## src/rtl/ex_operand_stage.sv

```systemverilog
// ex_operand_stage: decode->execute pipeline register with operand formation.
// Latches the decoded instruction, its PC and the register-file read data.
// From the latched values it builds the immediate, applies MEM/WB forwarding
// and selects ALU operands A and B.
// Ports:
//   clk, rst_n                         clock, async active-low reset
//   in_valid/in_ready                  decode handshake (in_ready = !stall)
//   in_inst, in_pc, in_rs1/2_data      decoded instruction payload
//   stall, flush                       hazard hold / redirect kill
//   fwd_{mem,wb}_{wen,rd,data}         forwarding sources
//   out_valid, out_inst, out_pc        registered instruction state
//   out_imm, out_rs1/2, out_op_a/b     operands formed from the registers
module ex_operand_stage #(
  parameter logic [31:0] RESET_PC = 32'h0000_0000,
  parameter logic [31:0] NOP_INST = 32'h0000_0013,
  parameter bit          FWD_EN   = 1'b1
) (
  input  logic        clk,
  input  logic        rst_n,
  input  logic        in_valid,
  output logic        in_ready,
  input  logic [31:0] in_inst,
  input  logic [31:0] in_pc,
  input  logic [31:0] in_rs1_data,
  input  logic [31:0] in_rs2_data,
  input  logic        stall,
  input  logic        flush,
  input  logic        fwd_mem_wen,
  input  logic [4:0]  fwd_mem_rd,
  input  logic [31:0] fwd_mem_data,
  input  logic        fwd_wb_wen,
  input  logic [4:0]  fwd_wb_rd,
  input  logic [31:0] fwd_wb_data,
  output logic        out_valid,
  output logic [31:0] out_inst,
  output logic [31:0] out_pc,
  output logic [31:0] out_imm,
  output logic [31:0] out_rs1,
  output logic [31:0] out_rs2,
  output logic [31:0] out_op_a,
  output logic [31:0] out_op_b
);

  localparam int unsigned XLEN = 32;

  localparam logic [6:0] OP_LOAD   = 7'b0000011;
  localparam logic [6:0] OP_ARI_I  = 7'b0010011;
  localparam logic [6:0] OP_AUIPC  = 7'b0010111;
  localparam logic [6:0] OP_STORE  = 7'b0100011;
  localparam logic [6:0] OP_LUI    = 7'b0110111;
  localparam logic [6:0] OP_BRANCH = 7'b1100011;
  localparam logic [6:0] OP_JALR   = 7'b1100111;
  localparam logic [6:0] OP_JAL    = 7'b1101111;
  localparam logic [6:0] OP_CSR    = 7'b1110011;

  logic            valid_q;
  logic [XLEN-1:0] inst_q;
  logic [XLEN-1:0] pc_q;
  logic [XLEN-1:0] rs1_q;
  logic [XLEN-1:0] rs2_q;

  logic [XLEN-1:0] rs1_fwd;
  logic [XLEN-1:0] rs2_fwd;
  logic [XLEN-1:0] imm;
  logic [4:0]      rs1_idx;
  logic [4:0]      rs2_idx;
  logic [6:0]      opcode;

  assign rs1_idx  = inst_q[19:15];
  assign rs2_idx  = inst_q[24:20];
  assign opcode   = inst_q[6:0];
  assign in_ready = !stall;

  // MEM result wins over WB; x0 never forwards and always reads zero.
  always_comb begin
    rs1_fwd = rs1_q;
    rs2_fwd = rs2_q;
    if (FWD_EN) begin
      if (rs1_idx == 5'd0)                                rs1_fwd = '0;
      else if (fwd_mem_wen && fwd_mem_rd == rs1_idx)      rs1_fwd = fwd_mem_data;
      else if (fwd_wb_wen && fwd_wb_rd == rs1_idx)        rs1_fwd = fwd_wb_data;
      if (rs2_idx == 5'd0)                                rs2_fwd = '0;
      else if (fwd_mem_wen && fwd_mem_rd == rs2_idx)      rs2_fwd = fwd_mem_data;
      else if (fwd_wb_wen && fwd_wb_rd == rs2_idx)        rs2_fwd = fwd_wb_data;
    end
  end

  // Immediate decode by opcode.
  always_comb begin
    imm = '0;
    case (opcode)
      OP_ARI_I, OP_LOAD, OP_JALR:
        imm = {{20{inst_q[31]}}, inst_q[31:20]};
      OP_STORE:
        imm = {{20{inst_q[31]}}, inst_q[31:25], inst_q[11:7]};
      OP_BRANCH:
        imm = {{19{inst_q[31]}}, inst_q[31], inst_q[7], inst_q[30:25], inst_q[11:8], 1'b0};
      OP_LUI, OP_AUIPC:
        imm = {inst_q[31:12], 12'b0};
      OP_JAL:
        imm = {{11{inst_q[31]}}, inst_q[31], inst_q[19:12], inst_q[20], inst_q[30:21], 1'b0};
      OP_CSR:
        imm = {27'b0, inst_q[19:15]};
      default:
        imm = '0;
    endcase
  end

  // ALU operand selection.
  always_comb begin
    out_op_a = rs1_fwd;
    out_op_b = rs2_fwd;
    case (opcode)
      OP_AUIPC, OP_JAL, OP_BRANCH: out_op_a = pc_q;
      OP_LUI:                      out_op_a = '0;
      default:                     out_op_a = rs1_fwd;
    endcase
    case (opcode)
      OP_ARI_I, OP_LUI, OP_AUIPC, OP_JAL, OP_JALR,
      OP_BRANCH, OP_STORE, OP_LOAD, OP_CSR: out_op_b = imm;
      default:                              out_op_b = rs2_fwd;
    endcase
  end

  // Pipeline register: flush > stall > capture > bubble.
  // During a stall the operand regs absorb forwarded values so a producer
  // that retires past WB while we wait is not lost.
  always_ff @(posedge clk or negedge rst_n) begin
    if (!rst_n) begin
      valid_q <= 1'b0;
      inst_q  <= NOP_INST;
      pc_q    <= RESET_PC;
      rs1_q   <= '0;
      rs2_q   <= '0;
    end else if (flush) begin
      valid_q <= 1'b0;
      inst_q  <= NOP_INST;
    end else if (stall) begin
      rs1_q   <= rs1_fwd;
      rs2_q   <= rs2_fwd;
    end else if (in_valid) begin
      valid_q <= 1'b1;
      inst_q  <= in_inst;
      pc_q    <= in_pc;
      rs1_q   <= in_rs1_data;
      rs2_q   <= in_rs2_data;
    end else begin
      valid_q <= 1'b0;
      inst_q  <= NOP_INST;
    end
  end

  assign out_valid = valid_q;
  assign out_inst  = inst_q;
  assign out_pc    = pc_q;
  assign out_imm   = imm;
  assign out_rs1   = rs1_fwd;
  assign out_rs2   = rs2_fwd;

endmodule

```

## config.mk

```make
export PLATFORM = sky130hd
export DESIGN_NAME = ex_operand_stage
export DESIGN_NICKNAME = d
export VERILOG_FILES = /design/src/rtl/ex_operand_stage.sv
export SDC_FILE = /design/constraint.sdc
export NUM_CORES = 1
export LEC_CHECK = 0
export CORE_AREA = 2 2 169 171
export DETAILED_ROUTE_END_ITERATION = 8
export DIE_AREA = 0 0 171 173
export PLACE_DENSITY = 0.66
export SYNTH_ARGS = -nofsm -noshare
export SYNTH_HDL_FRONTEND = slang
export SYNTH_SLANG_ARGS = --single-unit
```

## constraint.sdc

```tcl
create_clock -name clk -period 3.3 [get_ports clk]
set_input_delay 0.825 -clock clk [delete_from_list [all_inputs] [get_ports clk]]
set_output_delay 0.825 -clock clk [all_outputs]
set_load 0.02 [all_outputs]
```

# Word-level counts from Yosys, hierarchy flattened
# Cells that the tools add are included.
# word_totals
regBits	129
latchBits	0
ramBits	0
mem_bits_ro	0
inputBits	209
out_inout_bits	226
wordCells	54
memories	0
# op_classes
add_sub_neg	0
n_mul	0
n_div	0
order_cmp	0
eq_ne	14
shift	0
mux	19
bitwise_logic	2
n_reduce_logical	14
# op_table
cell	count
$mux 32	14
$pmux 32 s6	1
$pmux 32 s2	1
$eq 7x7->1 const B	4
$eq 5x5->1	4
$eq 7x5->1 const B	2
$eq 7x6->1 const B	2
$logic_not 5->1	2
$reduce_or 9->1	1
$eq 7x2->1 const B	1
$reduce_or 3->1	2
$logic_and 1x1->1	4
$mux 1	3
$reduce_and 3->1	1
$ne 2x1->1 const B	1
$not 1->1	2
$reduce_and 2->1	1
$reduce_bool 2->1	1
$reduce_or 2->1	1
$logic_not 1->1	1

# Logic depth before layout (Yosys ltp)
# Gate-level depths: netlist of the first run.
# depth
word_depth	6
depth_mapped	10
ltp_nobuf	6

# Least setup slack after synthesis of the first run
# Ideal clock, no wire load.
# synth_timing
path_type	input-to-output
from	input port fwd_wb_rd[0]
to	output port out_op_b[8]
arrival_ns	2.438
required_time_ns	2.475
setup_slack_ns	0.037
path_stages	7
n_path_buf	2
path_cell_list	xnor2_1 nand4_2 or2_1 buf_6 buf_6 o211a_1 o31ai_1
# synth_between
elab_chain_len	6
# synth_rtl
item	line_no	rtl
start, declared	32	input logic [4:0] fwd_wb_rd,
$eq 5x5->1	84	else if (fwd_wb_wen && fwd_wb_rd == rs2_idx) rs2_fwd = fwd_wb_data;
$logic_and 1x1->1	84	
$mux 32	84	
$mux 32	83	else if (fwd_mem_wen && fwd_mem_rd == rs2_idx) rs2_fwd = fwd_mem_data;
$mux 32	82	if (rs2_idx == 5'd0) rs2_fwd = '0;
$mux 32	118	case (opcode)
end, declared	41	output logic [31:0] out_op_b
# No other way between the ends.

# Worst setup path in the final report of the first run
# layout_timing
from	input port fwd_wb_rd[3]
to	output port out_op_a[12]
# layout_between
elab_chain_len	6
# layout_rtl
item	line_no	rtl
$eq 5x5->1	81	else if (fwd_wb_wen && fwd_wb_rd == rs1_idx) rs1_fwd = fwd_wb_data;
$logic_and 1x1->1	81	
$mux 32	81	
$mux 32	80	else if (fwd_mem_wen && fwd_mem_rd == rs1_idx) rs1_fwd = fwd_mem_data;
$mux 32	79	if (rs1_idx == 5'd0) rs1_fwd = '0;
$pmux 32 s2	113	case (opcode)
end, declared	40	output logic [31:0] out_op_a,
# No other way between the ends.

==> results of run 1 <==
area by class of cell:
class	instances	area share, %
sequential	129	17.6
clock inverter	13	1.02
timing repair buffer	711	39.5
antenna	9	0.122
inverter	64	1.30
tap	378	2.57
multi-input combinational	806	35.6
clock buffer	19	2.35
synthesized netlist by cell type, types with 3 or more instances:
cell        n
o21ai_1     8
a32o_1     33
nand2_1   143
o31ai_1    34
nand2b_1    4
a22o_1     28
buf_6       9
nor4_1      4
or2_1      10
o32a_1      7
buf_1       3
xnor2_1     6
or2_2      25
nor3_1      6
o21ai_0    88
xor2_1     12
and2_1      9
xnor2_2     3
dfstp_2     3
a31o_2      6
a21oi_1    64
o21bai_1   21
dfrtp_1   126
a21o_1     20
o211a_1     7
o211ai_1   29
a22oi_1    34
o21a_1      8
o32ai_1    24
buf_2      23
nor4_2      3
inv_1      64
clkbuf_1   75
nand3_1    68
a222oi_1    4
nor3_2      4
nor2_1     57
o211ai_2   20
what timing repair did:
action	4_1_cts	5_1_grt
endpoints found under the hold margin	0	0
pin swaps	147	109
setup endpoints to repair	160	155
cloned	15	11
setup buffers	47	49
gates resized for setup	932	282
power breakdown:
| group | switching (W) | leakage, nW | internal (W) | total (W) |
|---|---|---|---|---|
| registers | 0.000181 | 1.63 | 0.00178 | 0.00196 |
| logic | 0.00170 | 6.68 | 0.00152 | 0.00322 |
| clock network | 0.000833 | 0.294 | 0.00127 | 0.00210 |
stage by stage:
stage / utilization, % / std cells
floorplan: - / 1110
global placement: 53.7 / 1982
detailed placement: 53.7 / 1982
CTS: 60.8 / 2069
global route: 66.6 / 2127
finish: 66.6 / 2129
kinds of logic after synthesis:
kind of cell,after synthesis
AOI/OAI and AO/OA,437
and+or+nand+nor,345
buffers and inverters,176
DFF,129
xor gates and xnor gates,21
muxes,2
worst max-delay path: cells and delay by family:
kind / cells / cell delay, ps
xor+xnor: 1 / 150
compound gates: 2 / 470
buf+inv: 3 / 500
simple gates: 2 / 810
final timing paths:
path	start	end	slack, ps
max	fwd_wb_rd[3]	out_op_a[12]	-290
min	rst_n	out_inst[25]	360
max reg2reg	out_inst[17]	rs1_q[9]	740
min reg2reg	out_valid	out_valid	500
max in group asynchronous	rst_n	out_pc[9]	2170
min in group clk	out_valid	out_valid	500
state kept, by name, summed over array words and instances (netlist names):
name       count
rs1_q         32
out_pc        32
out_inst      32
rs2_q         32
out_valid      1
layout by cell type (no fill, tap or decap), drive strengths merged, types with 21 or more instances in the layout:
cell / synthesis / layout
clkdlybuf4s50: 0 / 261
dfrtp: 126 / 126
o21ai: 96 / 96
nand3: 69 / 69
clkbuf: 77 / 32
buf: 35 / 407
nand2: 143 / 143
a21oi: 64 / 64
o21bai: 21 / 21
or2: 35 / 35
o211ai: 49 / 49
o32ai: 24 / 24
o31ai: 34 / 34
a32o: 33 / 33
dlygate4sd2: 0 / 29
inv: 64 / 66
a22oi: 34 / 34
nor2: 57 / 58
a22o: 28 / 28
layer usage:
metal | vias up | track usage [%] | wire [µm]
li1 | 5329 | - | -
met4 | 0 | 21.8 | 3860
met5 | - | 0 | 0
met3 | 211 | 8.15 | 5700
met1 | 6128 | 44.1 | 22200
met2 | 918 | 58.0 | 26900
==> flow_metrics.tcl, run 1 <==
set metrics [dict create \
    run_status "complete, but fails checks" \
    violations "setup timing" \
    post-route-drc-count 0 \
    cap_viol_max_count 0 \
    grt_pass1_vias 12300 \
    cts.sinks 129 \
    relSlewSlack_pct 43.1 \
    synth_xor_area_share_pct 2.29 \
    portBuffers 434 \
    start_util_pct 32.7 \
    yosysTopAreaCell "dfrtp_1" \
    first_iter_violations 1645 \
    viasPerCell 5.91 \
    fin_crit_sh_pct 109 \
    syn_inst 1110 \
    ant_nets 0 \
    min_path_type "in2async" \
    worstSkewPairLatency_ps 440 \
    cts_tree "built" \
    vias 12600 \
    crit_type "in2out" \
    grt_max_degree 65 \
    fin_crit_ps 3590 \
    rsz0062_at_grt "yes" \
    cp_slowest_cell "or4_4" \
    netlist.area_leader.share_pct 34.9 \
    powerDensity_nw_per_um2 396 \
    drive_above_1_share_pct 43.4 \
    grt_pass1_wl_mm 79.2 \
    die_area_um2 29600 \
    max_stage_delay_ps 660 \
    postSynthAreaPerCell_um2 8.13 \
    tightest_slew_ps 853 \
    final-seq-area_um2 3240 \
    core_region_area_um2 27600 \
    gp_congestion 0.934 \
    antenna_found_initial 11 \
    synth-compound-area-share_pct 35.3 \
    setup_ws_ps -294 \
    dp_hpwl_mm 38.2 \
    total_power_w 0.00729 \
    die_w_um 171 \
    crit_fanout 8 \
    cts.clk_slew.worst_paths_ps 70 \
    fin_nets 1938 \
    start_kind "input pin" \
    hold_slack_ps 364 \
    path_cells "buf_4 -> xor2_2 -> or4_4 -> buf_12 -> o21ai_0 -> nand3_1 -> a32o_1 -> buf_2" \
    drt_first_pass_iters 6 \
    fin_tns_setup_ps -17500 \
    h-tree-depth 4 \
    muxShareOfSynthArea_pct 0.236 \
    finalWirelength_mm 58.6 \
    grt-ovfl-total 0 \
    multiInputGateArea_um2 6550 \
    synthAdderAreaFrac_pct 0 \
    placed_area_um2 14800 \
    cts_buffers 17 \
    syn_to_final_growth_pct 104 \
    p_leak_nw 8.60 \
    synth_edf_count 0 \
    pre_cts_ws_ps -1070 \
    design_area_um2 18400 \
    critPathCaptureType "output pin" \
    synth_top_family_by_area "compound AO/OA/AOI/OAI gates" \
    clock_path_buffers 2 \
    fill_cells 2322 \
    async_flop_share_pct 100 \
    synthesis.area_um2 9020 \
    max_freq_mhz 278 \
    ys.flop_type "dfrtp_1" \
    grt_use_total_pct 36.2 \
    yosysWarnings 0 \
    r2r_cells 12 \
    row_count 61 \
    ys_ff_latch 129 \
    cp.arrival_ps 2770 \
    required_ps 2470 \
    slew_violations 0 \
    yosysUniqueCellTypes 51 \
    synth-simple-area-share_pct 18.0 \
    synthTopCellsByArea "dfrtp_1 35%, nand2_1 5.9%, o21ai_0 4.9%" \
    ios 435 \
    peakVddDrop_v 0.000334 \
    wl_per_cell_um 27.5 \
    clock-skew-final_ps 22.7 \
    hold_viol 0 \
    syn_nets 1319 \
    hold_buffers 0 \
    yosysSeqAreaShare_pct 35.8 \
    fp.dieH_um 173 \
    clockRootBuffer "clkbuf_16" \
    finalSetupViolCount 126 \
]
(Power assumes the default switching activity.)
==> run 2, diff against run 1 <==
--- a/config.mk
+++ b/config.mk
@@ -6,6 +6,7 @@
 export NUM_CORES = 1
 export LEC_CHECK = 0
 export CORE_AREA = 2 2 169 171
+export CTS_CLUSTER_DIAMETER = 40
 export DETAILED_ROUTE_END_ITERATION = 8
 export DIE_AREA = 0 0 171 173
 export PLACE_DENSITY = 0.66
==> results of run 2 <==
Final layout, timing and power as in run 1 (identical DEF).
==> run 3, diff against run 2 <==
--- a/config.mk
+++ b/config.mk
@@ -10,6 +10,7 @@
 export DETAILED_ROUTE_END_ITERATION = 8
 export DIE_AREA = 0 0 171 173
 export PLACE_DENSITY = 0.66
+export SETUP_SLACK_MARGIN = 0.3
 export SYNTH_ARGS = -nofsm -noshare
 export SYNTH_HDL_FRONTEND = slang
 export SYNTH_SLANG_ARGS = --single-unit
==> run 3 against run 2 <==
The flow still finishes with violations (setup timing). Combinational power is 5% higher. Count of clock-buffer cells in the layout shrank 2. Final cell count grew 2.1%. Clock skew fell by 8.1 ps. Critical path type unchanged. Largest power group unchanged.
==> flow_metrics.tcl, run 3 (synthesized netlist as in run 1, its figures left out) <==
set metrics [dict create \
    grt_max_degree 69 \
    clock_path_buffers 2 \
    path_cells "buf_8 -> buf_6 -> xor2_1 -> nor4_2 -> nand3_4 -> buf_12 -> buf_12 -> buf_16 -> o211ai_1 -> inv_1 -> buf_6" \
    p_leak_nw 8.94 \
    dpl.cell_count 1990 \
    finalSetupViolCount 129 \
    cp.arrival_ps 2810 \
    crit_fanout 12 \
    r2r_cells 20 \
    final_cell_count_no_fill 2174 \
    cts.sinks 129 \
    cts_tree "built" \
    setup_ws_ps -333 \
    fp.dieH_um 173 \
    post-route-drc-count 0 \
    fin_crit_ps 3630 \
    wl_per_cell_um 26.3 \
    cp_slowest_cell "nor4_2" \
    start_util_pct 32.7 \
    grt_pass1_vias 12600 \
    vias 12700 \
    antenna_found_initial 8 \
    viasPerCell 5.86 \
    grt-ovfl-total 0 \
    run_status "complete, but fails checks" \
    critPathCaptureType "output pin" \
    core_region_area_um2 27600 \
    powerDensity_nw_per_um2 382 \
    peakVddDrop_v 0.000271 \
    slew_violations 0 \
    path_delay_family "buffers and inverters" \
    grt_pass1_wl_mm 79.2 \
    final_cell_mix "260 x clkdlybuf4s50_1, 245 x buf_4, 183 x buf_6" \
    drive_above_1_share_pct 49.8 \
    fin_util_pct 69.4 \
    row_count 61 \
    clockRootBuffer "clkbuf_16" \
    worstSkewPairLatency_ps 430 \
    start_kind "input pin" \
    required_ps 2470 \
    fin_tns_setup_ps -24480 \
    syn_to_final_growth_pct 112 \
    gp_congestion 0.948 \
    clock-skew-final_ps 14.5 \
    cts.clk_slew.worst_paths_ps 70 \
    ant_nets 0 \
    placed_area_um2 15100 \
    tightest_slew_ps 895 \
    violations "setup timing" \
    drt_first_pass_iters 6 \
    relSlewSlack_pct 40.3 \
    fin_nets 1987 \
    worstReg2RegStart "out_inst[24]" \
    design_area_um2 19200 \
    hold_viol 0 \
    max_freq_mhz 275 \
    finalWirelength_mm 57.1 \
    cts_buffers 17 \
    rsz0062_at_grt "yes" \
    first_iter_violations 1279 \
    min_path_type "in2async" \
    hold_slack_ps 439 \
    dp_hpwl_mm 37.4 \
    max_stage_delay_ps 370 \
    ios 435 \
    fill_cells 2172 \
    r2r_setup_slack_ps -10 \
    grt_use_total_pct 35.6 \
    die_area_um2 29600 \
    die_w_um 171 \
    portBuffers 434 \
    worstReg2RegEnd "rs2_q[24]" \
    critPathBufInv 7 \
    crit_type "in2out" \
    cap_viol_max_count 0 \
    final_common_cell "clkdlybuf4s50_1" \
    h-tree-depth 4 \
    fin_crit_sh_pct 110 \
]
## run 3: power breakdown
group	leakage, nW	internal, W	switching (W)
Clock	0.273	0.00112	0.000860
Combinational	7.04	0.00164	0.00174
Sequential	1.63	0.00178	0.000195
## run 3: worst max-delay path by stage
| stage | start | to | cells past startpoint |
|---|---|---|---|
| after global routing | fwd_mem_rd[4] | out_rs2[24] | 11 |
| after CTS | fwd_mem_rd[4] | out_op_b[25] | 12 |
| after global placement | fwd_wb_rd[2] | out_op_b[14] | 9 |
| after detailed placement | fwd_mem_rd[0] | out_op_b[21] | 10 |
| final | fwd_mem_rd[4] | out_rs2[24] | 11 |
| after floorplan | fwd_wb_rd[1] | out_op_a[1] | 6 |
## run 3: per-layer routing
layer / global-route usage [%] / vias up / share of wire, %
met1: 43.1 / 6207 / 36
met3: 8.63 / 215 / 10
met5: 0 / - / 0.023
met4: 18.1 / 2 / 6.2
li1: - / 5405 / -
met2: 58.6 / 916 / 47
## run 3: timing repair
item                                    in CTS  in global routing
resized for setup                          976                368
pin swaps                                   85                157
buffers inserted                            78                 50
hold buffers                                 0                  0
endpoints found under the setup margin     161                161
cloned                                      15                  4
## run 3: area by class of cell
cell class | instances | area [µm²] | share of cell area (%)
multi-input cells | 806 | 6820 | 35.6
well taps | 378 | 473 | 2.47
clock buffers | 17 | 425 | 2.22
flip-flops and latches | 129 | 3230 | 16.9
repair buffers | 760 | 7810 | 40.7
clock inverters | 14 | 156 | 0.816
inverters | 64 | 240 | 1.25
diodes | 6 | 15.0 | 0.0783
## run 3: through the flow
step | total power (W) | worst slack [ps]
after floorplan | 0.00313 | 247
final | 0.00733 | -333
after CTS | 0.00687 | -237
after detailed placement | 0.00460 | -975
after global routing | 0.00757 | -388
after global placement | 0.00457 | -933
